==> src/rtl/rev_arbiter_pkg.sv <==
// Shared types and default sizing for the rev_arbiter block.
package rev_arbiter_pkg;

  // Default log2 of the payload width (payload is 2**N bits).
  localparam int unsigned N_DEFAULT = 3;
  // Default number of requesters.
  localparam int unsigned R_DEFAULT = 4;

  // Output register occupancy.
  typedef enum logic {
    EMPTY = 1'b0,
    FULL  = 1'b1
  } state_t;

endpackage

==> src/rtl/rr_arbiter.sv <==
// Round-robin grant: search req valids starting at ptr, wrapping R-1 -> 0.
module rr_arbiter #(
  parameter int unsigned R = 4,
  localparam int unsigned IW = $clog2(R)
) (
  input  logic [R-1:0]  valid,
  input  logic [IW-1:0] ptr,
  output logic [R-1:0]  grant,
  output logic [IW-1:0] idx,
  output logic          any
);

  logic [IW-1:0] cand;

  // First valid requester at or after ptr wins; ptr is always < R.
  always_comb begin
    grant = '0;
    idx   = '0;
    any   = 1'b0;
    cand  = '0;
    for (int unsigned k = 0; k < R; k++) begin
      cand = IW'((32'(ptr) + k) % R);
      if (!any && valid[cand]) begin
        grant[cand] = 1'b1;
        idx         = cand;
        any         = 1'b1;
      end
    end
  end

endmodule

==> src/rtl/rev_arbiter.sv <==
// Round-robin arbiter with a one-deep output register and optional
// per-requester bit reversal of the payload.
// Optional feature: define REV_ARBITER_STATS_EN to add the 16-bit
// xfer_count output counting accepted output transfers.
module rev_arbiter
  import rev_arbiter_pkg::*;
#(
  parameter int unsigned N = N_DEFAULT,
  parameter int unsigned R = R_DEFAULT,
  localparam int unsigned W  = 2 ** N,
  localparam int unsigned IW = $clog2(R)
) (
  input  logic          clk,
  input  logic          rst,
  input  logic [R-1:0]  req_valid,
  input  logic [R*W-1:0] req_data,
  input  logic [R-1:0]  req_rev,
  output logic [R-1:0]  req_ready,
  output logic          out_valid,
  output logic [W-1:0]  out_data,
  output logic [IW-1:0] out_id,
  input  logic          out_ready
`ifdef REV_ARBITER_STATS_EN
  ,
  output logic [15:0]   xfer_count
`endif
);

  state_t        state;
  logic [IW-1:0] ptr;

  logic [R-1:0]  grant;
  logic [IW-1:0] win_idx;
  logic          win_any;

  logic          can_accept_c;
  logic          xfer_c;
  logic [W-1:0]  sel_data;
  logic          sel_rev;
  logic [W-1:0]  rev_data;
  logic [W-1:0]  cap_data;

  rr_arbiter #(.R(R)) u_rr (
    .valid (req_valid),
    .ptr   (ptr),
    .grant (grant),
    .idx   (win_idx),
    .any   (win_any)
  );

  // Register can take new data when empty or being drained this cycle.
  always_comb begin
    can_accept_c = !rst && ((state == EMPTY) || out_ready);
    req_ready    = can_accept_c ? grant : '0;
    xfer_c       = can_accept_c && win_any;
  end

  // Route the winning payload and its reverse flag.
  always_comb begin
    sel_data = '0;
    sel_rev  = 1'b0;
    for (int unsigned i = 0; i < R; i++) begin
      if (grant[i]) begin
        sel_data = req_data[i*W +: W];
        sel_rev  = req_rev[i];
      end
    end
  end

  // Bit reversal of the selected payload.
  always_comb begin
    rev_data = '0;
    for (int unsigned k = 0; k < W; k++) begin
      rev_data[W-1-k] = sel_data[k];
    end
    cap_data = sel_rev ? rev_data : sel_data;
  end

  // Occupancy FSM, output register and priority pointer.
  always_ff @(posedge clk) begin
    if (rst) begin
      state    <= EMPTY;
      out_data <= '0;
      out_id   <= '0;
      ptr      <= '0;
    end else if (xfer_c) begin
      state    <= FULL;
      out_data <= cap_data;
      out_id   <= win_idx;
      ptr      <= (win_idx == IW'(R - 1)) ? '0 : win_idx + IW'(1);
    end else if ((state == FULL) && out_ready) begin
      state    <= EMPTY;
    end
  end

  assign out_valid = (state == FULL);

`ifdef REV_ARBITER_STATS_EN
  // Count accepted output transfers, wrapping at 16 bits.
  always_ff @(posedge clk) begin
    if (rst) begin
      xfer_count <= '0;
    end else if (out_valid && out_ready) begin
      xfer_count <= xfer_count + 16'd1;
    end
  end
`endif

endmodule

==> config.mk <==
export PLATFORM = sky130hd
export DESIGN_NAME = rev_arbiter
export DESIGN_NICKNAME = d
export VERILOG_FILES = /design/src/rtl/rev_arbiter_pkg.sv /design/src/rtl/rr_arbiter.sv /design/src/rtl/rev_arbiter.sv
export SDC_FILE = /design/constraint.sdc
export NUM_CORES = 1
export LEC_CHECK = 0
export CAP_MARGIN = 20
export CORE_ASPECT_RATIO = 0.7
export CORE_MARGIN = 2
export CORE_UTILIZATION = 40
export CTS_CLUSTER_SIZE = 12
export DETAILED_ROUTE_END_ITERATION = 10
export GPL_TIMING_DRIVEN = 1
export PLACE_DENSITY_LB_ADDON = 0.1
export SLEW_MARGIN = 20
export SYNTH_ARGS = -nofsm -noshare
export SYNTH_HDL_FRONTEND = slang
export SYNTH_HIERARCHICAL = 1
export SYNTH_SLANG_ARGS = --single-unit
==> constraint.sdc <==
create_clock -name clk -period 6.2 [get_ports clk]
set_input_delay 1.24 -clock clk [delete_from_list [all_inputs] [get_ports clk]]
set_output_delay 1.24 -clock clk [all_outputs]
set_load 0.02 [all_outputs]
==> run metrics, run 1 <==
GR Util All Layers 19.7%; final setup fails 0; CP bufs+invs 3; first-pass GRT wire length 5640 um; CP max-delay cell clkdlybuf4s50_1; Detail Placement HPWL 2820 um; Peak VDD IR 302 uV; Cells after Synth 142; Netlist cell types 38; Crit. End Element primary output; delay of the slowest critical-path stage 0.63 ns; element type at the critical path start input port; count of cells resized by post-cts repair 0; worst-path cell chain clkdlybuf4s50_1 > mux4_2 > and2b_2 > a22oi_1 > o21ai_0 > clkinv_1 > nor3_1 > clkdlybuf4s50_1; drt total wl 3610 um; CTS Root Buffer Type clkbuf_8; wire per inst 15.6 um; Worst Tran Pin Value 0.667 ns; CP Data Arrival Time 4.40 ns; final max-slew violation count 0; Post-synth EDFFs 0; hold path startpoint out_id[1]; # DRC 0; Reg clk slew, reported paths 0.05 ns; P&R area growth vs syn 49.7%; fin crit period 5.64 ns; Num CTS Buffers 3; Synth Warn # 6; launch point of the worst reg-to-reg path ptr[0]; CTS tree built; Post-CTS Setup Bufs 0; Critical Path Most Common Cell clkdlybuf4s50_1; Synth Register Bits 13; Via Count 1284; DR pass1 iterations 4; CP delay by family, top buffers and inverters; antenna diode count 0; most frequent cells in the layout clkdlybuf4s50_1 (57), a22oi_1 (16), dfxtp_1 (13), nand3b_1 (11), mux2i_1 (10); Die Y 50.4 um; fill count 236; DRT antenna net count 0; CP startpoint req_valid[2]; worst-skew pair later-pin latency 0.23 ns; status complete, no violations; routability cong. 0.900; unrepaired setup endpoints after global routing false; Setup WS post-layout 0.561 ns; number of vias per cell 5.56; commonest non-fill, non-tap cell in the layout clkdlybuf4s50_1; Hold Buf Count CTS 0; Layout Nets 245; die extent in x 70.3 um; grt ovf 0; Fin. Hold Viols 0; critical path peak fanout 10; syn_nets 191; vias in the first global route 1170; maximum clock frequency 177 MHz; Setup TNS 0 ns; Overall Power 0.842 mW; largest net degree at the start of global routing 22; Post-Syn Area 1230 um^2; # rows 16; Clock Skew 0.00104 ns; Max Cap Violations 0; Pleak 0.668 nW; max_slew headroom 55.4%; worst endpoint required time 4.96 ns; IO Port Bufs 57; Die ar. 3550 um^2; Core Box Area 2860 um^2; initial antenna violation count 0; type of the worst setup path input port to primary output; CTS Buffer Depth 2; DRT iter0 DRCs 115; clock sinks 13; Cell Pwr Density 456 nW/um^2; ys async rst share 0%; worst min path class flop to flop; initial core utilization 43.1%; pre-CTS setup slack 0.557 ns; Final period util 91.0%; Synth Flop Type dfxtp_1; I/O Pins 58; Seq/Total Area, Yosys 21.1%; Mapped Avg Cell Area 8.68 um^2; # H-tree levels 1; fraction of layout cells with a size suffix above 1 6.15%
[kinds of logic (layout without fill, tap and decap cells)]
logic type | after synthesis | count (layout) | share of synthesized area, %
AND/OR/NAND/NOR | 42 | 42 | 21.2
buffers and inverters | 14 | 67 | 5.99
adder cells (fa/ha/maj) | 6 | 6 | 6.09
flip-flops | 13 | 13 | 21.1
AO/OA/AOI/OAI | 52 | 52 | 28.6
multiplexers | 15 | 15 | 17.0
[per-layer routing]
metal,part of all wire (%),up-vias,routed length [um],GRT usage [%]
met1,50,583,1790,29.6
met5,0,-,0,0
li1,-,657,-,-
met3,7.4,2,267,3.41
met2,43,42,1550,30.2
met4,0.22,0,8,2.56
[sequential cells by signal, summed over array words and instances, names as in the netlist]
| name | count |
|---|---|
| out_data | 8 |
| out_id | 2 |
| ptr | 2 |
| out_valid | 1 |
[report_power, final]
group	internal (mW)	switching, mW	total [mW]
registers	0.115	0.0289	0.144
logic	0.282	0.345	0.627
clock network	0.0451	0.0262	0.0713
total	0.442	0.400	0.842
[layout make-up]
class                   count  area, um^2  share of cell area, %
inverters                   5        18.8                   1.02
clock buffers               4        45.0                   2.44
repair buffers             58         578                   31.3
flip-flops and latches     13         260                   14.1
multi-input cells         115         898                   48.7
well taps                  36        45.0                   2.44
[through the flow]
step,utilization [%],instance area [um^2],hold slack [ns],cells
global placement,62.9,1800,0.462,227
finish,64.5,1850,0.479,231
global route,64.5,1850,0.502,231
detailed placement,62.9,1800,0.464,227
floorplan,-,1230,0.493,142
CTS,64.5,1850,0.480,231
[tightest hold or removal path, cell delays in order, from the launching register on]
cell      delay, ns
dfxtp_1        0.31
nand3b_1       0.07
nand2_1        0.05
[Yosys cell counts, drive strengths merged, types with 2 or more instances]
cell,n,area (um^2)
dfxtp,13,260
a22oi,17,133
buf,5,40.0
inv,4,15.0
nor2,7,26.3
nand2,5,18.8
nand2b,3,18.8
o22ai,8,56.3
nand3,3,15.0
nor3,2,10.0
clkbuf,4,15.0
nor2b,3,18.8
ha,6,75.1
a21oi,9,56.3
mux4,4,97.6
mux2i,10,100
o21ai,13,65.1
and2,3,18.8
nand3b,11,82.6
[path summary, 6_finish.rpt]
check                                    end  slack (ns)  cells after the start
worst max-delay path            req_ready[3]        0.56                      8
worst min-delay path               out_id[1]        0.48                      2
worst min register to register     out_id[1]        0.48                      2
worst max register to register   out_data[4]        2.32                     11
Note: power is estimated with default switching activity, not from simulation.
==> run 2: changes to the inputs <==
- CORE_ASPECT_RATIO: 0.7 -> default
==> run metrics, run 2 (synthesized netlist as in run 1, its figures left out) <==
max_slew headroom 55.8% (+0.39 points); max reg flops 8 (unchanged); P&R area growth vs syn 47.9%; die extent in x 59.5 um (-15%); Cell Int Power 0.421 mW (-4.7%); grt ovf 0 (unchanged); Worst Tran Pin Value 0.661 ns (-0.00581 ns); Clock Skew 0.00886 ns (+0.00782 ns); element type at the critical path start input port; Hold Buf Count CTS 0 (unchanged); # DRC 0 (unchanged); Final period util 91.8% (+0.87 points); CP max-delay cell clkdlybuf4s50_1; Setup TNS 0 ns (unchanged); type of the worst setup path input port to primary output; largest net degree at the start of global routing 22 (unchanged); Pleak 0.661 nW (-1.2%); unrepaired setup endpoints after global routing false; CP startpoint req_valid[2]; status complete, no violations; # rows 20 (+4); wire per inst 15.6 um (-0.48%); final core occ 60.7% (-3.8 points); CTS Buffer Depth 2 (unchanged); Max Cap Violations 0 (unchanged); I/O Pins 58 (unchanged); Peak VDD IR 228 uV (-25%); IO Port Bufs 57 (unchanged); hold path startpoint out_data[5]; worst-skew pair later-pin latency 0.27 ns (+0.04 ns); fin crit period 5.69 ns (+0.0541 ns); DR pass1 iterations 4 (unchanged); Via Count 1349 (+5.1%); Layout Nets 245 (unchanged); commonest non-fill, non-tap cell in the layout clkdlybuf4s50_1; drt total wl 3550 um (-1.8%); switching share of total power 48.4% (+0.91 points); GR Util All Layers 19.8% (+0.10 points); sw power 0.395 mW (-1.2%); Post-CTS Setup Bufs 0 (unchanged); vias in the first global route 1273 (+8.8%); CTS Root Buffer Type clkbuf_4; worst-path cell chain clkdlybuf4s50_1 > mux4_2 > and2b_2 > a22oi_1 > o21ai_0 > clkinv_1 > nor3_1 > clkdlybuf4s50_1; combinational fraction of design power 76.3% (+1.9 points); Reg clk slew, reported paths 0.07 ns (+0.02 ns); DRT iter0 DRCs 59 (-49%); fraction of layout cells with a size suffix above 1 6.15% (unchanged); most frequent cells in the layout clkdlybuf4s50_1 (57), a22oi_1 (16), dfxtp_1 (13), nand3b_1 (11), mux2i_1 (10); initial antenna violation count 0 (unchanged); DRT antenna net count 0 (unchanged); Core Box Area 3000 um^2 (+4.9%); design area 1820 um^2 (-1.2%); routability cong. 0.794 (-12%); dpl cell area 1800 um^2 (-0.21%); Regs by FF count out_data: 8 flops, out_id: 2 flops, ptr: 2 flops; first-pass GRT wire length 5510 um (-2.4%); final max-slew violation count 0 (unchanged); count of cells resized by post-cts repair 0 (unchanged); initial core utilization 41.0% (-2.0 points); Critical Path Most Common Cell clkdlybuf4s50_1; Detail Placement HPWL 2780 um (-1.5%); antenna diode count 0 (unchanged); Crit. End Element primary output; critical path peak fanout 10 (unchanged); worst endpoint required time 4.96 ns (about the same); CP Data Arrival Time 4.45 ns (+0.05 ns); maximum clock frequency 176 MHz (-0.95%); clock share of power 6.1% (-2.4 points); Sequential Power Share 17.6% (+0.5 points); Die Y 59.5 um (+18%); CTS tree built; clock sinks 13 (unchanged); final setup fails 0 (unchanged); delay of the slowest critical-path stage 0.64 ns (about the same); number of vias per cell 5.92 (+6.4%); worst min path class flop to flop; Biggest register out_data; Num CTS Buffers 3 (unchanged); Cell Pwr Density 448 nW/um^2 (-1.8%); # H-tree levels 1 (unchanged); Die ar. 3540 um^2 (-0.21%); Fin. Hold Viols 0 (unchanged); launch point of the worst reg-to-reg path ptr[0]
run 2: final timing paths:
| check | end | slack (ns) | cells after the start |
|---|---|---|---|
| setup / recovery | req_ready[3] | 0.51 | 8 |
| hold / removal | out_data[5] | 0.48 | 2 |
| setup reg to reg | out_data[0] | 2.33 | 12 |
| hold reg to reg | out_data[5] | 0.48 | 2 |
run 2: layer usage:
layer | share of wire [%] | track usage, % | up-vias
met5 | 0 | 0 | -
met4 | 0.45 | 5.08 | 0
met3 | 6.9 | 2.62 | 2
met2 | 47 | 34.4 | 50
met1 | 46 | 25.8 | 638
li1 | - | - | 659
run 2: layout make-up:
type                            instances  area, um^2
Timing Repair Buffer                   58         578
Sequential cell                        13         260
Fill cell                             287        1180
Multi-Input combinational cell        115         898
Inverter                                5        18.8
Clock buffer                            4        26.3
Tap cell                               33        41.3
run 2: stage by stage:
stage	worst slack [ns]	power (mW)	std cells	hold WS, ns
finish	0.507	0.817	228	0.483
global route	0.301	0.887	228	0.504
CTS	0.542	0.822	228	0.487
detailed placement	0.533	0.769	224	0.468
global placement	0.659	0.743	224	0.464
floorplan	1.63	0.603	142	0.493
run 2: critical path: cells and delay by family:
| kind | cells | cell delay [ns] |
|---|---|---|
| mux | 1 | 0.63 |
| buf+inv | 3 | 1.52 |
| compound gates | 2 | 0.49 |
| simple gates | 2 | 0.56 |
run 2: power by group through the flow:
stage / sequential, mW / combinational (mW) / clock, mW
CTS: 0.144 / 0.627 / 0.0519
global placement: 0.144 / 0.600 / 0
finish: 0.144 / 0.623 / 0.0499
global route: 0.148 / 0.682 / 0.0563
detailed placement: 0.146 / 0.624 / 0
floorplan: 0.165 / 0.439 / 0
